===== src/rtl/nibble_serial_adder_if.sv =====
// Operand/result handshake bundle for nibble_serial_adder.
// The ovf signal exists only when SERIAL_ADDER_OVF_EN is defined.
interface nibble_serial_adder_if #(
   parameter int unsigned NIBBLES = 4
);
   localparam int unsigned W = 4 * NIBBLES;

   logic         in_valid;
   logic         in_ready;
   logic         cin;
   logic [W-1:0] a;
   logic [W-1:0] b;
   logic         out_valid;
   logic         out_ready;
   logic [W-1:0] sum;
   logic         cout;
`ifdef SERIAL_ADDER_OVF_EN
   logic         ovf;
`endif

   modport master (
      output in_valid, cin, a, b, out_ready,
      input  in_ready, out_valid, sum, cout
`ifdef SERIAL_ADDER_OVF_EN
      , input ovf
`endif
   );

   modport slave (
      input  in_valid, cin, a, b, out_ready,
      output in_ready, out_valid, sum, cout
`ifdef SERIAL_ADDER_OVF_EN
      , output ovf
`endif
   );
endinterface


===== src/rtl/nibble_serial_adder.sv =====
// Wide adder that processes one 4-bit nibble per cycle, LSB first, behind valid/ready handshakes.
// Optional signed-overflow output enabled by SERIAL_ADDER_OVF_EN.
module nibble_serial_adder #(
   parameter int unsigned NIBBLES = 4
) (
   input logic                  clk,
   input logic                  rst_n,
   nibble_serial_adder_if.slave bus
);
   localparam int unsigned W  = 4 * NIBBLES;
   localparam int unsigned CW = (NIBBLES > 1) ? $clog2(NIBBLES) : 1;

   typedef enum logic [1:0] {IDLE, RUN, DONE} state_t;

   state_t        state_q, state_d;
   logic [W-1:0]  a_q, a_d;
   logic [W-1:0]  b_q, b_d;
   logic          carry_q, carry_d;
   logic [CW-1:0] cnt_q, cnt_d;
   logic [W-1:0]  sum_q, sum_d;
   logic          cout_q, cout_d;
   logic          in_ready_q, in_ready_d;
   logic          out_valid_q, out_valid_d;
   logic [4:0]    nib_c;
`ifdef SERIAL_ADDER_OVF_EN
   logic          ovf_q, ovf_d;
`endif

   // State and datapath registers
   always_ff @(posedge clk or negedge rst_n) begin
      if (!rst_n) begin
         state_q     <= IDLE;
         a_q         <= '0;
         b_q         <= '0;
         carry_q     <= 1'b0;
         cnt_q       <= '0;
         sum_q       <= '0;
         cout_q      <= 1'b0;
         in_ready_q  <= 1'b1;
         out_valid_q <= 1'b0;
`ifdef SERIAL_ADDER_OVF_EN
         ovf_q       <= 1'b0;
`endif
      end else begin
         state_q     <= state_d;
         a_q         <= a_d;
         b_q         <= b_d;
         carry_q     <= carry_d;
         cnt_q       <= cnt_d;
         sum_q       <= sum_d;
         cout_q      <= cout_d;
         in_ready_q  <= in_ready_d;
         out_valid_q <= out_valid_d;
`ifdef SERIAL_ADDER_OVF_EN
         ovf_q       <= ovf_d;
`endif
      end
   end

   // Next-state and datapath logic
   always_comb begin
      state_d = state_q;
      a_d     = a_q;
      b_d     = b_q;
      carry_d = carry_q;
      cnt_d   = cnt_q;
      sum_d   = sum_q;
      cout_d  = cout_q;
`ifdef SERIAL_ADDER_OVF_EN
      ovf_d   = ovf_q;
`endif
      nib_c   = {1'b0, a_q[3:0]} + {1'b0, b_q[3:0]} + {4'b0, carry_q};

      case (state_q)
         IDLE: begin
            if (bus.in_valid) begin
               a_d     = bus.a;
               b_d     = bus.b;
               carry_d = bus.cin;
               cnt_d   = '0;
               state_d = RUN;
`ifdef SERIAL_ADDER_OVF_EN
               ovf_d   = 1'b0;
`endif
            end
         end
         RUN: begin
            // Nibble sum enters at the top so the LSB nibble ends up at bit 0.
            sum_d   = W'({nib_c[3:0], sum_q} >> 4);
            a_d     = a_q >> 4;
            b_d     = b_q >> 4;
            carry_d = nib_c[4];
            cnt_d   = cnt_q + CW'(1);
            if (cnt_q == CW'(NIBBLES - 1)) begin
               cout_d  = nib_c[4];
               state_d = DONE;
`ifdef SERIAL_ADDER_OVF_EN
               ovf_d   = (a_q[3] ^ b_q[3] ^ nib_c[3]) ^ nib_c[4];
`endif
            end
         end
         DONE: begin
            if (bus.out_ready) state_d = IDLE;
         end
         default: state_d = IDLE;
      endcase

      in_ready_d  = (state_d == IDLE);
      out_valid_d = (state_d == DONE);
   end

   assign bus.in_ready  = in_ready_q;
   assign bus.out_valid = out_valid_q;
   assign bus.sum       = sum_q;
   assign bus.cout      = cout_q;
`ifdef SERIAL_ADDER_OVF_EN
   assign bus.ovf       = ovf_q;
`endif

endmodule

===== src/flat_wrapper.sv =====
// flat-port wrapper written by rule: the top's interface ports become plain ports
module nibble_serial_adder_flat 
#(
   parameter int unsigned NIBBLES = 4
)
  (clk, rst_n, bus_in_valid, bus_cin, bus_a, bus_b, bus_out_ready, bus_in_ready, bus_out_valid, bus_sum, bus_cout);
  nibble_serial_adder_if #(.NIBBLES(NIBBLES)) bus_i ();
  input logic clk;
  input logic rst_n;
  input wire logic [$bits(bus_i.in_valid)-1:0] bus_in_valid;
  input wire logic [$bits(bus_i.cin)-1:0] bus_cin;
  input wire logic [$bits(bus_i.a)-1:0] bus_a;
  input wire logic [$bits(bus_i.b)-1:0] bus_b;
  input wire logic [$bits(bus_i.out_ready)-1:0] bus_out_ready;
  output wire logic [$bits(bus_i.in_ready)-1:0] bus_in_ready;
  output wire logic [$bits(bus_i.out_valid)-1:0] bus_out_valid;
  output wire logic [$bits(bus_i.sum)-1:0] bus_sum;
  output wire logic [$bits(bus_i.cout)-1:0] bus_cout;
  assign bus_i.in_valid = bus_in_valid;
  assign bus_i.cin = bus_cin;
  assign bus_i.a = bus_a;
  assign bus_i.b = bus_b;
  assign bus_i.out_ready = bus_out_ready;
  assign bus_in_ready = bus_i.in_ready;
  assign bus_out_valid = bus_i.out_valid;
  assign bus_sum = bus_i.sum;
  assign bus_cout = bus_i.cout;
  nibble_serial_adder #(.NIBBLES(NIBBLES)) u_core (.clk(clk), .rst_n(rst_n), .bus(bus_i));
endmodule

===== config.mk =====
export PLATFORM = sky130hd
export DESIGN_NAME = nibble_serial_adder_flat
export DESIGN_NICKNAME = d
export VERILOG_FILES = /design/src/rtl/nibble_serial_adder_if.sv /design/src/rtl/nibble_serial_adder.sv /design/src/flat_wrapper.sv
export SDC_FILE = /design/constraint.sdc
export NUM_CORES = 1
export LEC_CHECK = 0
export ABC_CLOCK_PERIOD_IN_PS = 2100
export CAP_MARGIN = 20
export CORE_AREA = 2 2 75 77
export DETAILED_ROUTE_END_ITERATION = 10
export DIE_AREA = 0 0 77 79
export GPL_TIMING_DRIVEN = 1
export HOLD_SLACK_MARGIN = 0.08
export PLACE_DENSITY = 0.77
export SLEW_MARGIN = 20
export SYNTH_ARGS = -nofsm -noshare
export SYNTH_HDL_FRONTEND = slang
export SYNTH_SLANG_ARGS = --single-unit

===== constraint.sdc =====
create_clock -name clk -period 2.1 [get_ports clk]
set_input_delay 0.315 -clock clk [delete_from_list [all_inputs] [get_ports clk]]
set_output_delay 0.315 -clock clk [all_outputs]
set_load 0.01 [all_outputs]

=== Word level (Yosys, flattened, before mapping) ===
Cells that the tools add are included.

* Flip-flop bits (word level): 56
* Output and inout bits: 19
* Logic and storage cells: 34

* Add/sub/neg operators: 3
* Equal/unequal tests: 5
* Multiplexer cells: 12
* Reduce and logical (&&, ||, !) cells: 5

{| class="wikitable"
|+ Operators by type and width
! kind !! number
|-
| $pmux 16 s2 || 2
|-
| $mux 16 || 2
|-
| $mux 2 || 4
|-
| $eq 2x2->1 const B || 3
|-
| $pmux 2 s3 || 1
|-
| $add 4x4->5 || 1
|-
| $add 5x1->5 || 1
|-
| $logic_not 2->1 || 2
|-
| $pmux 2 s2 || 1
|-
| $reduce_and 2->1 || 2
|-
| $add 2x1->2 const B || 1
|-
| $eq 2x1->1 const B || 1
|-
| $ne 2x2->1 const B || 1
|-
| $pmux 1 s2 || 1
|-
| $reduce_bool 2->1 || 1
|-
| $mux 1 || 1
|}

=== Depth between registers and ports, before layout ===
Gate-level depths: netlist of the first run.

* Depth in word-level cells: 4
* Gate-level depth with buffers: 6
* Gate-level depth less buffers: 6

=== Least setup slack after synthesis of the first run ===
OpenSTA, ideal clock, no wires.

* Kind: reg2reg
* Start: register u_core.carry_q
* End: register u_core.sum_q[13], in the netlist u_core.bus.sum[13]
* Library setup time: 0.083 ns
* Arrival: 1.407 ns
* Required time: 2.017 ns
* Path slack: 0.611 ns
* Stages on the path, launching flop included: 5
* Path buffers: 0
* Period minus slack after synthesis: 1.489 ns
* Path through: dfrtp_1 -> fa_1 -> inv_1 -> fa_1 -> o21ai_0

* Cells in the longest elaborated chain, start to end: 1

{| class="wikitable"
|+ RTL lines
! what !! RTL line !! text
|-
| from (decl) || nibble_serial_adder.sv:18 || <nowiki>logic carry_q, carry_d;</nowiki>
|-
| from (signal assigned) || nibble_serial_adder.sv:48 || <nowiki>carry_q <= carry_d;</nowiki>
|-
| $add 5x1->5 || nibble_serial_adder.sv:72 || <nowiki>nib_c = {1'b0, a_q[3:0]} + {1'b0, b_q[3:0]} + {4'b0, carry_q};</nowiki>
|-
| to (signal assigned) || nibble_serial_adder.sv:50 || <nowiki>sum_q <= sum_d;</nowiki>
|-
| to (decl) || nibble_serial_adder.sv:20 || <nowiki>logic [W-1:0] sum_q, sum_d;</nowiki>
|}

Every way passes these cells.
A chain may end at the register's enable or synchronous reset.

=== Worst setup path in the final report of the first run ===
* Start: register u_core.in_ready_q, in the netlist u_core.bus.in_ready
* End: output port bus_in_ready

{| class="wikitable"
|+ RTL lines
! what !! RTL line !! text
|-
| from (decl) || nibble_serial_adder.sv:22 || <nowiki>logic in_ready_q, in_ready_d;</nowiki>
|-
| from (signal assigned) || nibble_serial_adder.sv:52 || <nowiki>in_ready_q <= in_ready_d;</nowiki>
|-
| to (decl) || flat_wrapper.sv:15 || <nowiki>output wire logic [$bits(bus_i.in_ready)-1:0] bus_in_ready;</nowiki>
|}

No word-level cell between the ends.

==> impl_metrics.tcl, run 1 <==
set metrics [dict create \
    area_growth_pct 29.4 \
    fp.dieH_um 79 \
    htree_levels 2 \
    initial_core_util_pct 48.1 \
    r2r_slack_ps 500 \
    place.gp.congestion 0.837 \
    rsz0062_at_grt "false" \
    cts_made_buffers 5 \
    grt_usage_pct 18.3 \
    p_leak_nw 1.54 \
    antenna_found_initial 0 \
    final_common_cell "nand2_1" \
    synth_nets 300 \
    crit_slowest_cell "dfstp_2" \
    finalCriticalPeriod_ps 1670 \
    diodes 0 \
    grt_first_pass_wirelength_mm 8.90 \
    finalSetupViolations 0 \
    synth_cells 257 \
    max_cap_violations 0 \
    avgSynthCellArea_um2 9.99 \
    cts_setup_buffers 0 \
    dr_total_vias 1929 \
    relSlewSlack_pct 71.5 \
    core-area_mm2 0.00534 \
    critPathMaxStageDelay_ps 530 \
    grt_pass1_vias 1908 \
    grt_overflow 0 \
    dp_hpwl_mm 3.74 \
    wl_mm 5.13 \
    r2r_cells 4 \
    avgViaCountPerCell 5.00 \
    port_buffers 55 \
    endpoint_kind "output port" \
    crit_required_ps 1780 \
    worstPathArrival_ps 1350 \
    cp-start-kind "flop" \
    r2r-end "u_core.bus.sum[13]" \
    yosysUniqueCellTypes 27 \
    nNetsFinal 356 \
    crit_path_start "u_core.bus.in_ready" \
    cts_resized 0 \
    path_delay_family "flip-flops" \
    period_share_pct 79.3 \
    vdd_drop_max_uv 635 \
    ios 56 \
    holdCritPathClass "in2async" \
    yosys_warnings 0 \
    die_w_um 77 \
    rows 27 \
    clockBufferDepth 2 \
    slew_violations 0 \
    cts_sinks 56 \
    crit_chain "clkdlybuf4s50_1" \
    ant_nets 0 \
    hold_viol 0 \
    crit_buf_inv 1 \
    final_cell_mix "nand2_1 (75), dfrtp_1 (55), clkdlybuf4s50_1 (54)" \
    tns_ps 0 \
    drc 0 \
    synth_seq_cells 56 \
    final_core_util_pct 62.2 \
    cts_tree "yes" \
    power_density_mw_per_mm2 1480 \
    drt_pass1_iterations 4 \
    outcome "finished, final reports clean" \
    cp_max_fo 1 \
    fmax_mhz 600 \
    fin_worst_skew_ps 8.33 \
    drtIter0Drc 67 \
    wire_per_inst_um 13.3 \
    syn-cell-area_mm2 0.00257 \
    die-area_mm2 0.00608 \
    clk_latency_ps 310 \
    grt_max_degree 44 \
    clkTransAtPathRegs_ps 100 \
    fillerInstances 485 \
    cts.root.buffer_cell "clkbuf_8" \
    drive_gt1_share_pct 6.37 \
    reg2reg_from "u_core.carry_q" \
    yosysSeqAreaShare_pct 54.7 \
    crit_type "reg2out" \
    tightest_slew_ps 422 \
]
power by group:
part           internal [mW]  switching, mW  total (mW)
clock network          0.269          0.342       0.611
registers               1.56          0.308        1.87
logic                   1.18           1.25        2.43
total                   3.01           1.90        4.91
routing by layer:
metal	share of wire (%)	global-route usage, %	wire [µm]
met1	46	25.2	2380
met2	48	30.3	2450
met3	5.3	3.75	270
met4	0.70	3.75	36
met5	0	0	0
cell usage after synthesis:
| library cell | n | area, µm² |
|---|---|---|
| nand2_1 | 75 | 282 |
| o21bai_2 | 1 | 11.3 |
| buf_2 | 5 | 25.0 |
| o21ai_1 | 33 | 165 |
| buf_6 | 2 | 22.5 |
| o2bb2ai_1 | 1 | 8.76 |
| a22o_1 | 3 | 26.3 |
| clkbuf_1 | 6 | 22.5 |
| fa_1 | 2 | 40.0 |
| nand2b_1 | 2 | 12.5 |
| nor2b_1 | 10 | 62.6 |
| a21boi_0 | 1 | 7.51 |
| or3_1 | 1 | 6.26 |
| nor2_1 | 2 | 7.51 |
| ha_1 | 4 | 50.1 |
| mux2i_1 | 24 | 240 |
| inv_1 | 4 | 15.0 |
| a21oi_1 | 12 | 60.1 |
| nor4bb_1 | 3 | 30.0 |
| dfstp_2 | 1 | 26.3 |
| o211ai_1 | 1 | 7.51 |
| a31oi_1 | 1 | 6.26 |
| buf_4 | 3 | 22.5 |
| a221oi_1 | 1 | 8.76 |
| o21ai_0 | 3 | 15.0 |
| xor2_1 | 1 | 8.76 |
| dfrtp_1 | 55 | 1380 |
metrics by stage:
step                      worst slack [ps]  cells  area, µm²  hold WS [ps]  power, mW
after floorplan                        611    257       2570          19.4       3.49
after global placement                 518    377       3220           264       4.25
after detailed placement               462    377       3220           265       4.36
after CTS                              420    386       3320           473       4.96
after global routing                   383    386       3320           502       5.33
final                                  434    386       3320           467       4.91
worst reg2reg max path: stages, from the launching register on:
cell     delay (ps)
dfrtp_1         420
fa_1            440
inv_1            90
fa_1            410
o21ai_0         170
how the worst max path moves through the flow:
stage	to	slack [ps]	cells past startpoint
floorplan	u_core.bus.sum[13]	610	4
global placement	u_core.carry_q	520	5
detailed placement	u_core.carry_q	460	5
CTS	bus_in_ready	420	1
global route	bus_in_ready	380	1
finish	bus_in_ready	430	1
layout make-up:
type | instances | area, µm² | share of cell area, %
sequential | 56 | 1400 | 42.2
multi-input combinational | 181 | 1070 | 32.3
timing repair buffer | 65 | 648 | 19.5
tap | 72 | 90.1 | 2.71
clock buffer | 7 | 86.3 | 2.60
inverter | 4 | 15.0 | 0.452
clock inverter | 1 | 7.51 | 0.226
sequential cells by signal (all words and copies together) (netlist names):
signal,cells
u_core.cnt_q,2
u_core.bus.sum,16
u_core.a_q,16
u_core.carry_q,1
u_core.state_q,2
u_core.bus.cout,1
u_core.b_q,16
u_core.bus.out_valid,1
u_core.bus.in_ready,1
cell families (layout without fill, tap and decap cells):
| logic type | after synthesis | count (layout) | share of synthesized area [%] |
|---|---|---|---|
| AND/OR/NAND/NOR | 93 | 93 | 15.6 |
| AO/OA/AOI/OAI | 57 | 57 | 12.3 |
| flip-flops | 56 | 56 | 54.7 |
| multiplexers | 24 | 24 | 9.36 |
| buffers and inverters | 20 | 77 | 4.19 |
| adder cells (fa/ha/maj) | 6 | 6 | 3.51 |
| XOR/XNOR | 1 | 1 | 0.341 |
timing repair:
item	CTS	global route
hold buffers	1	0
endpoints found under the setup margin	0	0
hold endpoints to repair	17	0
Power figures use the tool's default switching activity.
==> run 2, diff against run 1 <==
Settings changed: ABC_CLOCK_PERIOD_IN_PS 2100 to 1400, CORE_AREA 2 2 75 77 to 2 2 79 81, DIE_AREA 0 0 77 79 to 0 0 81 83, PLACE_DENSITY 0.77 to 0.73.
Clock period 2.1 ns to 1.4 ns, I/O delays scaled along.
==> impl_metrics.tcl, run 2 (same netlist as run 1, synthesis figures left out) <==
set metrics [dict create \
    area_growth_pct 36.1 \
    cts_sinks 56 \
    fin_cells 398 \
    power_density_mw_per_mm2 2270 \
    regArea_mm2 0.00140 \
    dpl_cell_area_mm2 0.00331 \
    grt_overflow 0 \
    hold_slack_ps 335 \
    drt_pass1_iterations 4 \
    dr_total_vias 2024 \
    finalSetupViolations 5 \
    diodes 0 \
    fillerInstances 547 \
    ant_nets 0 \
    finalCriticalPeriod_ps 1510 \
    rows 28 \
    hold_viol 0 \
    fmax_mhz 663 \
    worstPathArrival_ps 1700 \
    final_core_util_pct 60.0 \
    worst_slack_ps -108 \
    final_cell_mix "nand2_1 (75), dfrtp_1 (55), o21ai_1 (35), clkdlybuf4s50_1 (35), mux2i_1 (24)" \
    antenna_found_initial 0 \
    die_w_um 81 \
    endpoint_kind "flop" \
    vdd_drop_max_uv 1210 \
    period_share_pct 108 \
    dp_hpwl_mm 3.89 \
    violations "setup timing" \
    cts.root.buffer_cell "clkbuf_8" \
    nNetsFinal 365 \
    crit_required_ps 1590 \
    clockBufferDepth 2 \
    drc 0 \
    p_total_mw 7.94 \
    wl_mm 5.61 \
    grt_max_degree 47 \
    grt_first_pass_wirelength_mm 8.96 \
    finalInstanceArea_mm2 0.00349 \
    port_buffers 55 \
    critPathMaxStageDelay_ps 410 \
    cp_common_cell "fa_2" \
    die-area_mm2 0.00672 \
    tightest_slew_ps 352 \
    final_common_cell "nand2_1" \
    pre_cts_slack_ps -102 \
    tns_ps -410 \
    slew_violations 0 \
    clk_latency_ps 310 \
    multi_input_area_mm2 0.00112 \
    cp-start-kind "flop" \
    fin_worst_skew_ps 10.9 \
    grt_usage_pct 16.7 \
    outcome "finished, violations left" \
    core-area_mm2 0.00582 \
    cp_max_fo 2 \
    htree_levels 2 \
    dpl.cell_count 386 \
    cts_made_buffers 5 \
    fp.dieH_um 83 \
    drtIter0Drc 121 \
    crit_slowest_cell "dfrtp_1" \
    crit_chain "fa_2, inv_2, fa_2, nand2b_4, o2bb2ai_2, a31oi_1" \
    place.gp.congestion 0.833 \
    crit_type "reg2reg" \
    max_cap_violations 0 \
    rsz0062_at_grt "true" \
    drive_gt1_share_pct 11.5 \
    initial_core_util_pct 44.1 \
    p_leak_nw 1.68 \
    wire_per_inst_um 14.1 \
    grt_pass1_vias 1922 \
    relSlewSlack_pct 76.2 \
    ios 56 \
    avgViaCountPerCell 5.09 \
    cts_tree "yes" \
    clkTransAtPathRegs_ps 100 \
    holdCritPathClass "in2async" \
]
## run 2: cell count changes in the layout (fill, tap and decap cells not counted), moves of 2 or more
cell             change
fa_2                 +2
clkdlybuf4s50_1     -19
o21ai_1              +2
buf_4                +5
dlygate4sd2_1       +18
buf_12               +3
ha_4                 +2
o21ai_0              -2
ha_1                 -2
fa_1                 -2
## run 2: layout make-up
class | count | area share (%)
Sequential cell | 56 | 40.2
Tap cell | 75 | 2.69
Inverter | 4 | 0.430
Multi-Input combinational cell | 181 | 32.1
Clock inverter | 2 | 1.00
Clock buffer | 6 | 2.08
Timing Repair Buffer | 74 | 21.5
## run 2: worst paths after layout
path                       slack (ps)                   to  cells past startpoint               from
max reg2reg                      -110      u_core.bus.cout                      6     u_core.carry_q
max in group asynchronous         530  u_core.bus.in_ready                      3              rst_n
min                               340      u_core.bus.cout                      2              rst_n
max                              -110      u_core.bus.cout                      6     u_core.carry_q
min in group clk                  480    u_core.bus.sum[3]                      2  u_core.bus.sum[3]
min reg2reg                       480    u_core.bus.sum[3]                      2  u_core.bus.sum[3]
## run 2: routing by layer
layer,wire [µm],GRT usage [%],part of all wire (%)
met3,231,3.26,4.1
met1,2620,23.3,47
met2,2700,26.2,48
met4,65,5.39,1.2
met5,0,0,0
## run 2: power by group
group / leakage (nW) / total [mW] / switching [mW] / internal [mW]
logic: 0.919 / 4.07 / 2.05 / 2.02
registers: 0.709 / 2.83 / 0.488 / 2.34
clock network: 0.0552 / 1.04 / 0.504 / 0.532
## run 2: worst max-delay path, delay by kind of cell (launching register included)
| family | cells | cell delay, ps |
|---|---|---|
| flip-flops | 1 | 410 |
| AND/OR/NAND/NOR | 1 | 120 |
| buffers and inverters | 1 | 60 |
| AO/OA/AOI/OAI | 2 | 210 |
| adder cells (fa/ha/maj) | 2 | 600 |
## run 2: timing repair
item | CTS | global route
hold endpoints to repair | 12 | 0
gates resized for setup | 23 | 2
cloned | 0 | 1
buffers inserted | 0 | 2
endpoints found under the setup margin | 23 | 12
pin swaps | 4 | 2
hold buffers | 1 | 0
==> run 3, diff against run 2 <==
Settings changed: CTS_CLUSTER_DIAMETER from default to 80.
==> results of run 3 <==
No change in the layout: final DEF, timing and power equal those of run 2.
